--- src/rtl/audio_adc_deserializer_if.sv ---
// rtl/audio_adc_deserializer_if.sv - parallel stereo frame handshake between the ADC deserializer and its consumer
interface audio_adc_deserializer_if #(
    parameter int DATA_WIDTH = 16
);
    logic [DATA_WIDTH-1:0] out_left;
    logic [DATA_WIDTH-1:0] out_right;
    logic                  out_valid;
    logic                  out_ready;

    modport master (
        output out_left,
        output out_right,
        output out_valid,
        input  out_ready
    );

    modport slave (
        input  out_left,
        input  out_right,
        input  out_valid,
        output out_ready
    );
endinterface

--- src/rtl/audio_adc_deserializer.sv ---
// rtl/audio_adc_deserializer.sv - WM8731 I2S ADC capture into parallel stereo frames; optional ADC_OVERRUN_CNT_EN overrun counter
module audio_adc_deserializer #(
    parameter int DATA_WIDTH = 16
) (
    input  logic                     clk,
    input  logic                     resetn,
    input  logic                     AUD_BCLK,
    input  logic                     AUD_ADCLRCK,
    input  logic                     AUD_ADCDAT,
    audio_adc_deserializer_if.master out_if,
    output logic                     overrun,
    output logic                     frame_err,
    output logic [7:0]               overrun_cnt
);

    localparam int CNT_W = (DATA_WIDTH > 1) ? $clog2(DATA_WIDTH) : 1;

    typedef enum logic [1:0] {
        ST_IDLE  = 2'd0,
        ST_SHIFT = 2'd1,
        ST_WAIT  = 2'd2
    } state_t;

    state_t state;
    state_t state_nxt;

    logic bclk_s1, bclk_s2, bclk_s3;
    logic lrck_s1, lrck_s2;
    logic dat_s1, dat_s2;

    logic                  lrck_prev;
    logic                  slot_right;
    logic [CNT_W-1:0]      bit_cnt;
    logic [DATA_WIDTH-1:0] left_sr;
    logic [DATA_WIDTH-1:0] right_sr;

    logic strobe;
    logic lrck_smp;
    logic dat_smp;
    logic lrck_edge;
    logic left_start;
    logic last_bit;

    logic slot_start;
    logic shift_en;
    logic short_slot;
    logic frame_done;
    logic load;
    logic drop;

    // Two-flop synchronizers for all codec pins, plus a third BCLK flop for rising-edge detection
    always_ff @(posedge clk) begin
        if (!resetn) begin
            bclk_s1 <= 1'b0;
            bclk_s2 <= 1'b0;
            bclk_s3 <= 1'b0;
            lrck_s1 <= 1'b0;
            lrck_s2 <= 1'b0;
            dat_s1  <= 1'b0;
            dat_s2  <= 1'b0;
        end else begin
            bclk_s1 <= AUD_BCLK;
            bclk_s2 <= bclk_s1;
            bclk_s3 <= bclk_s2;
            lrck_s1 <= AUD_ADCLRCK;
            lrck_s2 <= lrck_s1;
            dat_s1  <= AUD_ADCDAT;
            dat_s2  <= dat_s1;
        end
    end

    assign strobe     = bclk_s2 & ~bclk_s3;
    assign lrck_smp   = lrck_s2;
    assign dat_smp    = dat_s2;
    assign lrck_edge  = lrck_smp ^ lrck_prev;
    assign left_start = ~lrck_smp & lrck_prev;
    assign last_bit   = (bit_cnt == CNT_W'(DATA_WIDTH - 1));

    // Remember the LRCK level seen on the previous bit strobe to spot slot boundaries
    always_ff @(posedge clk) begin
        if (!resetn) begin
            lrck_prev <= 1'b0;
        end else if (strobe) begin
            lrck_prev <= lrck_smp;
        end
    end

    // FSM state register
    always_ff @(posedge clk) begin
        if (!resetn) begin
            state <= ST_IDLE;
        end else begin
            state <= state_nxt;
        end
    end

    // FSM next-state: lock on a left-slot start, shift the payload, then idle out the slot padding
    always_comb begin
        state_nxt = state;
        case (state)
            ST_IDLE: begin
                if (strobe && left_start) begin
                    state_nxt = ST_SHIFT;
                end
            end
            ST_SHIFT: begin
                if (strobe) begin
                    if (lrck_edge) begin
                        state_nxt = ST_IDLE;
                    end else if (last_bit) begin
                        state_nxt = ST_WAIT;
                    end
                end
            end
            ST_WAIT: begin
                if (strobe && lrck_edge) begin
                    state_nxt = ST_SHIFT;
                end
            end
            default: state_nxt = ST_IDLE;
        endcase
    end

    // FSM outputs: the delay-bit strobe opens a slot, payload strobes shift, early LRCK edges abort
    always_comb begin
        slot_start = 1'b0;
        shift_en   = 1'b0;
        short_slot = 1'b0;
        frame_done = 1'b0;
        case (state)
            ST_IDLE: begin
                slot_start = strobe & left_start;
            end
            ST_SHIFT: begin
                shift_en   = strobe & ~lrck_edge;
                short_slot = strobe & lrck_edge;
                frame_done = strobe & ~lrck_edge & last_bit & slot_right;
            end
            ST_WAIT: begin
                slot_start = strobe & lrck_edge;
            end
            default: begin
                slot_start = 1'b0;
            end
        endcase
    end

    // Slot bookkeeping: which channel is being filled and how many payload bits have arrived
    always_ff @(posedge clk) begin
        if (!resetn) begin
            slot_right <= 1'b0;
            bit_cnt    <= '0;
        end else if (slot_start) begin
            slot_right <= lrck_smp;
            bit_cnt    <= '0;
        end else if (shift_en) begin
            bit_cnt    <= bit_cnt + CNT_W'(1);
        end
    end

    // Per-channel MSB-first shift registers
    always_ff @(posedge clk) begin
        if (!resetn) begin
            left_sr  <= '0;
            right_sr <= '0;
        end else if (shift_en) begin
            if (slot_right) begin
                right_sr <= {right_sr[DATA_WIDTH-2:0], dat_smp};
            end else begin
                left_sr  <= {left_sr[DATA_WIDTH-2:0], dat_smp};
            end
        end
    end

    // A completed frame loads when the holding slot is empty or being emptied this cycle; otherwise it is dropped
    assign load = frame_done & (~out_if.out_valid | out_if.out_ready);
    assign drop = frame_done & out_if.out_valid & ~out_if.out_ready;

    // Output holding register with valid/ready handshake and single-cycle status pulses
    always_ff @(posedge clk) begin
        if (!resetn) begin
            out_if.out_left  <= '0;
            out_if.out_right <= '0;
            out_if.out_valid <= 1'b0;
            overrun          <= 1'b0;
            frame_err        <= 1'b0;
        end else begin
            overrun   <= drop;
            frame_err <= short_slot;
            if (load) begin
                out_if.out_left  <= left_sr;
                out_if.out_right <= {right_sr[DATA_WIDTH-2:0], dat_smp};
                out_if.out_valid <= 1'b1;
            end else if (out_if.out_valid && out_if.out_ready) begin
                out_if.out_valid <= 1'b0;
            end
        end
    end

`ifdef ADC_OVERRUN_CNT_EN
    logic [7:0] overrun_cnt_q;

    // Saturating count of dropped frames, cleared only by reset
    always_ff @(posedge clk) begin
        if (!resetn) begin
            overrun_cnt_q <= 8'd0;
        end else if (drop && (overrun_cnt_q != 8'hFF)) begin
            overrun_cnt_q <= overrun_cnt_q + 8'd1;
        end
    end

    assign overrun_cnt = overrun_cnt_q;
`else
    assign overrun_cnt = 8'd0;
`endif

endmodule

--- src/flat_wrapper.sv ---
// flat-port wrapper written by rule: the top's interface ports become plain ports
module audio_adc_deserializer_flat 
#(
    parameter int DATA_WIDTH = 16
)
  (clk, resetn, AUD_BCLK, AUD_ADCLRCK, AUD_ADCDAT, overrun, frame_err, overrun_cnt, out_if_out_left, out_if_out_right, out_if_out_valid, out_if_out_ready);
  audio_adc_deserializer_if #(.DATA_WIDTH(DATA_WIDTH)) out_if_i ();
  input  logic clk;
  input  logic resetn;
  input  logic AUD_BCLK;
  input  logic AUD_ADCLRCK;
  input  logic AUD_ADCDAT;
  output logic overrun;
  output logic frame_err;
  output logic [7:0] overrun_cnt;
  output wire logic [$bits(out_if_i.out_left)-1:0] out_if_out_left;
  output wire logic [$bits(out_if_i.out_right)-1:0] out_if_out_right;
  output wire logic [$bits(out_if_i.out_valid)-1:0] out_if_out_valid;
  input wire logic [$bits(out_if_i.out_ready)-1:0] out_if_out_ready;
  assign out_if_out_left = out_if_i.out_left;
  assign out_if_out_right = out_if_i.out_right;
  assign out_if_out_valid = out_if_i.out_valid;
  assign out_if_i.out_ready = out_if_out_ready;
  audio_adc_deserializer #(.DATA_WIDTH(DATA_WIDTH)) u_core (.clk(clk), .resetn(resetn), .AUD_BCLK(AUD_BCLK), .AUD_ADCLRCK(AUD_ADCLRCK), .AUD_ADCDAT(AUD_ADCDAT), .out_if(out_if_i), .overrun(overrun), .frame_err(frame_err), .overrun_cnt(overrun_cnt));
endmodule
--- config.mk ---
export PLATFORM = sky130hd
export DESIGN_NAME = audio_adc_deserializer_flat
export DESIGN_NICKNAME = d
export VERILOG_FILES = /design/src/rtl/audio_adc_deserializer_if.sv /design/src/rtl/audio_adc_deserializer.sv /design/src/flat_wrapper.sv
export SDC_FILE = /design/constraint.sdc
export NUM_CORES = 1
export LEC_CHECK = 0
export ABC_AREA = 1
export BUFFER_PORTS_ARGS = -buffer_cell sky130_fd_sc_hd__buf_4
export CAP_MARGIN = 10
export CORE_ASPECT_RATIO = 0.5
export CORE_MARGIN = 4
export CORE_UTILIZATION = 50
export DETAILED_ROUTE_END_ITERATION = 10
export GPL_ROUTABILITY_DRIVEN = 1
export HOLD_SLACK_MARGIN = 0.02
export PLACE_DENSITY = 0.76
export RECOVER_POWER = 50
export SETUP_SLACK_MARGIN = 0.3
export SKIP_LAST_GASP = 1
export SYNTH_ARGS = -nofsm -noshare
export SYNTH_HDL_FRONTEND = slang
export SYNTH_SLANG_ARGS = --single-unit
--- constraint.sdc ---
create_clock -name clk -period 2.3 [get_ports clk]
set_clock_uncertainty 0.1 [all_clocks]
set_input_delay 0.345 -clock clk [delete_from_list [all_inputs] [get_ports clk]]
set_output_delay 0.345 -clock clk [all_outputs]
set_load 0.005 [all_outputs]
==> summary.md <==
| Metric | Value |
|---|---|
| Status | finished, final reports clean |
| Nets | 482 |
| Post-route ant nets | 0 |
| Total gr overflow | 0 |
| Final WL | 5.45 mm |
| Largest net degree at the start of global routing | 62 |
| Most common cell after layout, fill and taps aside | nor2_1 |
| Distinct cells, synth | 23 |
| Die Span Y | 64.1 microns |
| TritonCTS Sinks | 81 |
| Drt via density | 4.48 |
| Non-Filler Instances | 567 |
| ANT cells | 0 |
| Final worst path period share | 82.9% |
| CTS max path bufs | 2 |
| Post-synthesis cell count | 438 |
| Yosys top cell area share | 51.5% |
| Syn avg cell area | 7.19 sq um |
| Post-layout min period | 1.91 ns |
| Final instance area | 3760 sq um |
| HP Class | primary input to flip-flop |
| H-tree lvl count | 3 |
| Die Wd | 120 microns |
| Sequential share of the synthesized area | 51.5% |
| Area leader, netlist | dfxtp_1 |
| I/O pins | 49 |
| Setup crit end kind | flip-flop |
| IO Port Bufs | 40 |
| Worst slew pin tran | 1.07 ns |
| NetSw | 0.575 mW |
| TritonRoute pass-1 iters | 4 |
| Placement Cell Area | 3470 sq um |
| First DRT Iteration DRCs | 122 |
| Post-Place Cells | 551 |
| Worst slack at placement | 0.476 ns |
| Crit path max fanout | 17 |
| RSZ-0062 raised after global routing | no |
| Layout cells sized above 1 | 13.6% |
| Worst Path Required | 2.46 ns |
| Fin worst setup slack | 0.393 ns |
| # hold bufs at CTS | 0 |
| Critical setup path kind | flip-flop to flip-flop |
| Clock slew at reported path FFs | 0.06 ns |
| P_leak | 1.94 nW |
| FMAX | 524 MHz |
| Area contributors post-synth | dfxtp_1 51%, nor2_1 16%, nand2_1 9.8% |
| Synth Register Bits | 81 |
| DRC errors left | 0 |
| Power Density | 762 nW/um^2 |
| CTS Buf Count | 9 |
| Layout area overhead | 19.5% |
| Int Pwr | 2.29 mW |
| Cell Area, Synth | 3150 sq um |
| Yosys warns | 0 |
| Post-CTS Setup Inserts | 0 |
| Routed len/inst | 9.60 microns |
| Final Max Tran Viols | 0 |
| Final Power | 2.87 mW |
| Post-CTS sizing | 0 |
| Die ar. | 7710 sq um |
| Post-DP HPWL | 3.47 mm |
| Via count | 2541 |
| Final setup viols | 0 |
| Core area | 6080 sq um |
| Switching Share | 20.0% |
| GPL Wtd Cong | 0.796 |
| Antenna violations before repair | 0 |
| Initial cell density of the core | 51.8% |
| CTS tree | done |
| Vias in the first global route | 2265 |
| Number of placement rows | 20 |
| First-pass GRT wire length | 9.72 mm |
| Final hold viol count | 0 |
| Worst-skew pair later-pin latency | 0.33 ns |
| Max-cap check violation count | 0 |
| Clock share of power | 48.2% |
| Combinational share of power | 2.3% |
| Relative slew margins | 28.9% |
| Root buf cell | clkbuf_16 |
| Setup TNS | 0 ns |
| Startpoint Class | flip-flop |
| Most frequent cells in the layout | 135 x nor2_1, 82 x nand2_1, 81 x dfxtp_1 |
| Overall routing resource usage | 15.9% |
| Max VDD drop | 0.000479 V |
| WP data arrival | 2.07 ns |
| Seq pwr share | 49.4% |
-- registers in the layout, indices dropped and copies added (netlist names), 2 cells and up --
| signal | count |
|---|---|
| u_core.bit_cnt | 4 |
| u_core.state | 2 |
| u_core.right_sr | 15 |
| u_core.left_sr | 16 |
| u_core.out_if.out_left | 16 |
| u_core.out_if.out_right | 16 |
-- power by group through the flow --
| stage | clock (mW) | combinational, mW | sequential, mW |
|---|---|---|---|
| after floorplan | 0 | 0.0614 | 1.45 |
| after global placement | 0 | 0.0661 | 1.45 |
| after detailed placement | 0 | 0.0675 | 1.45 |
| after CTS | 1.42 | 0.0684 | 1.42 |
| after global routing | 1.49 | 0.0775 | 1.42 |
| final | 1.38 | 0.0666 | 1.42 |
-- per-stage QoR --
step | hold WS [ns] | util, %
after CTS | 0.0808 | 62.0
final | 0.0940 | 61.9
after global routing | 0.0853 | 61.9
after floorplan | 0.290 | -
after detailed placement | 0.300 | 57.1
after global placement | 0.294 | 57.1
-- cells in the mapped netlist, drive strengths merged --
cell type    n
clkbuf      13
xnor2        1
nand2       84
nand3        5
and3         1
nor2       136
o21ai       35
inv         53
o22ai        1
dfxtp       81
conb         1
nor3         3
buf         13
nand4        2
ha           2
a21oi        7
-- worst paths after layout --
| kind | startpoint | to | slack (ns) | cells after the start |
|---|---|---|---|---|
| min | AUD_ADCLRCK | u_core.lrck_s1 | 0.09 | 3 |
| max | u_core.lrck_s2 | u_core.left_sr[4] | 0.39 | 8 |
| min reg2reg | u_core.bclk_s1 | u_core.bclk_s2 | 0.31 | 2 |
| max reg2reg | u_core.lrck_s2 | u_core.left_sr[4] | 0.39 | 8 |
-- worst max-delay path, stage by stage (launching register included) --
cell and delay [ns]:
dfxtp_1 0.31, inv_1 0.06, ha_1 0.29, nand3_1 0.22, nor2_8 0.24, nand2_2 0.23
inv_4 0.23, nor2_1 0.06, nor2_1 0.10
-- routing by layer --
layer / vias up / track usage, % / routed length [microns]
li1: 1373 / - / -
met5: - / 0 / 0
met2: 42 / 25.4 / 2400
met1: 1117 / 19.4 / 2670
met3: 9 / 6.45 / 286
met4: 0 / 5.93 / 80
-- cell families (layout without fill, tap and decap cells) --
group / after synthesis / count (layout) / synth area share (%)
flip-flops: 81 / 81 / 51.5
other: 1 / 8 / 0.119
AO/OA/AOI/OAI: 43 / 43 / 6.87
XOR/XNOR: 1 / 1 / 0.278
adder cells (fa/ha/maj): 2 / 2 / 0.794
AND/OR/NAND/NOR: 231 / 231 / 29.6
buffers and inverters: 79 / 113 / 10.8
-- cell type report --
| cell class | count | area (sq um) |
|---|---|---|
| clock inverters | 6 | 57.6 |
| well taps | 88 | 110 |
| inverters | 53 | 201 |
| repair buffers | 44 | 328 |
| flip-flops and latches | 81 | 1620 |
| clock buffers | 10 | 239 |
| multi-input cells | 285 | 1210 |
| fillers | 559 | 2320 |
No activity file was read; power rests on OpenSTA's default activity.
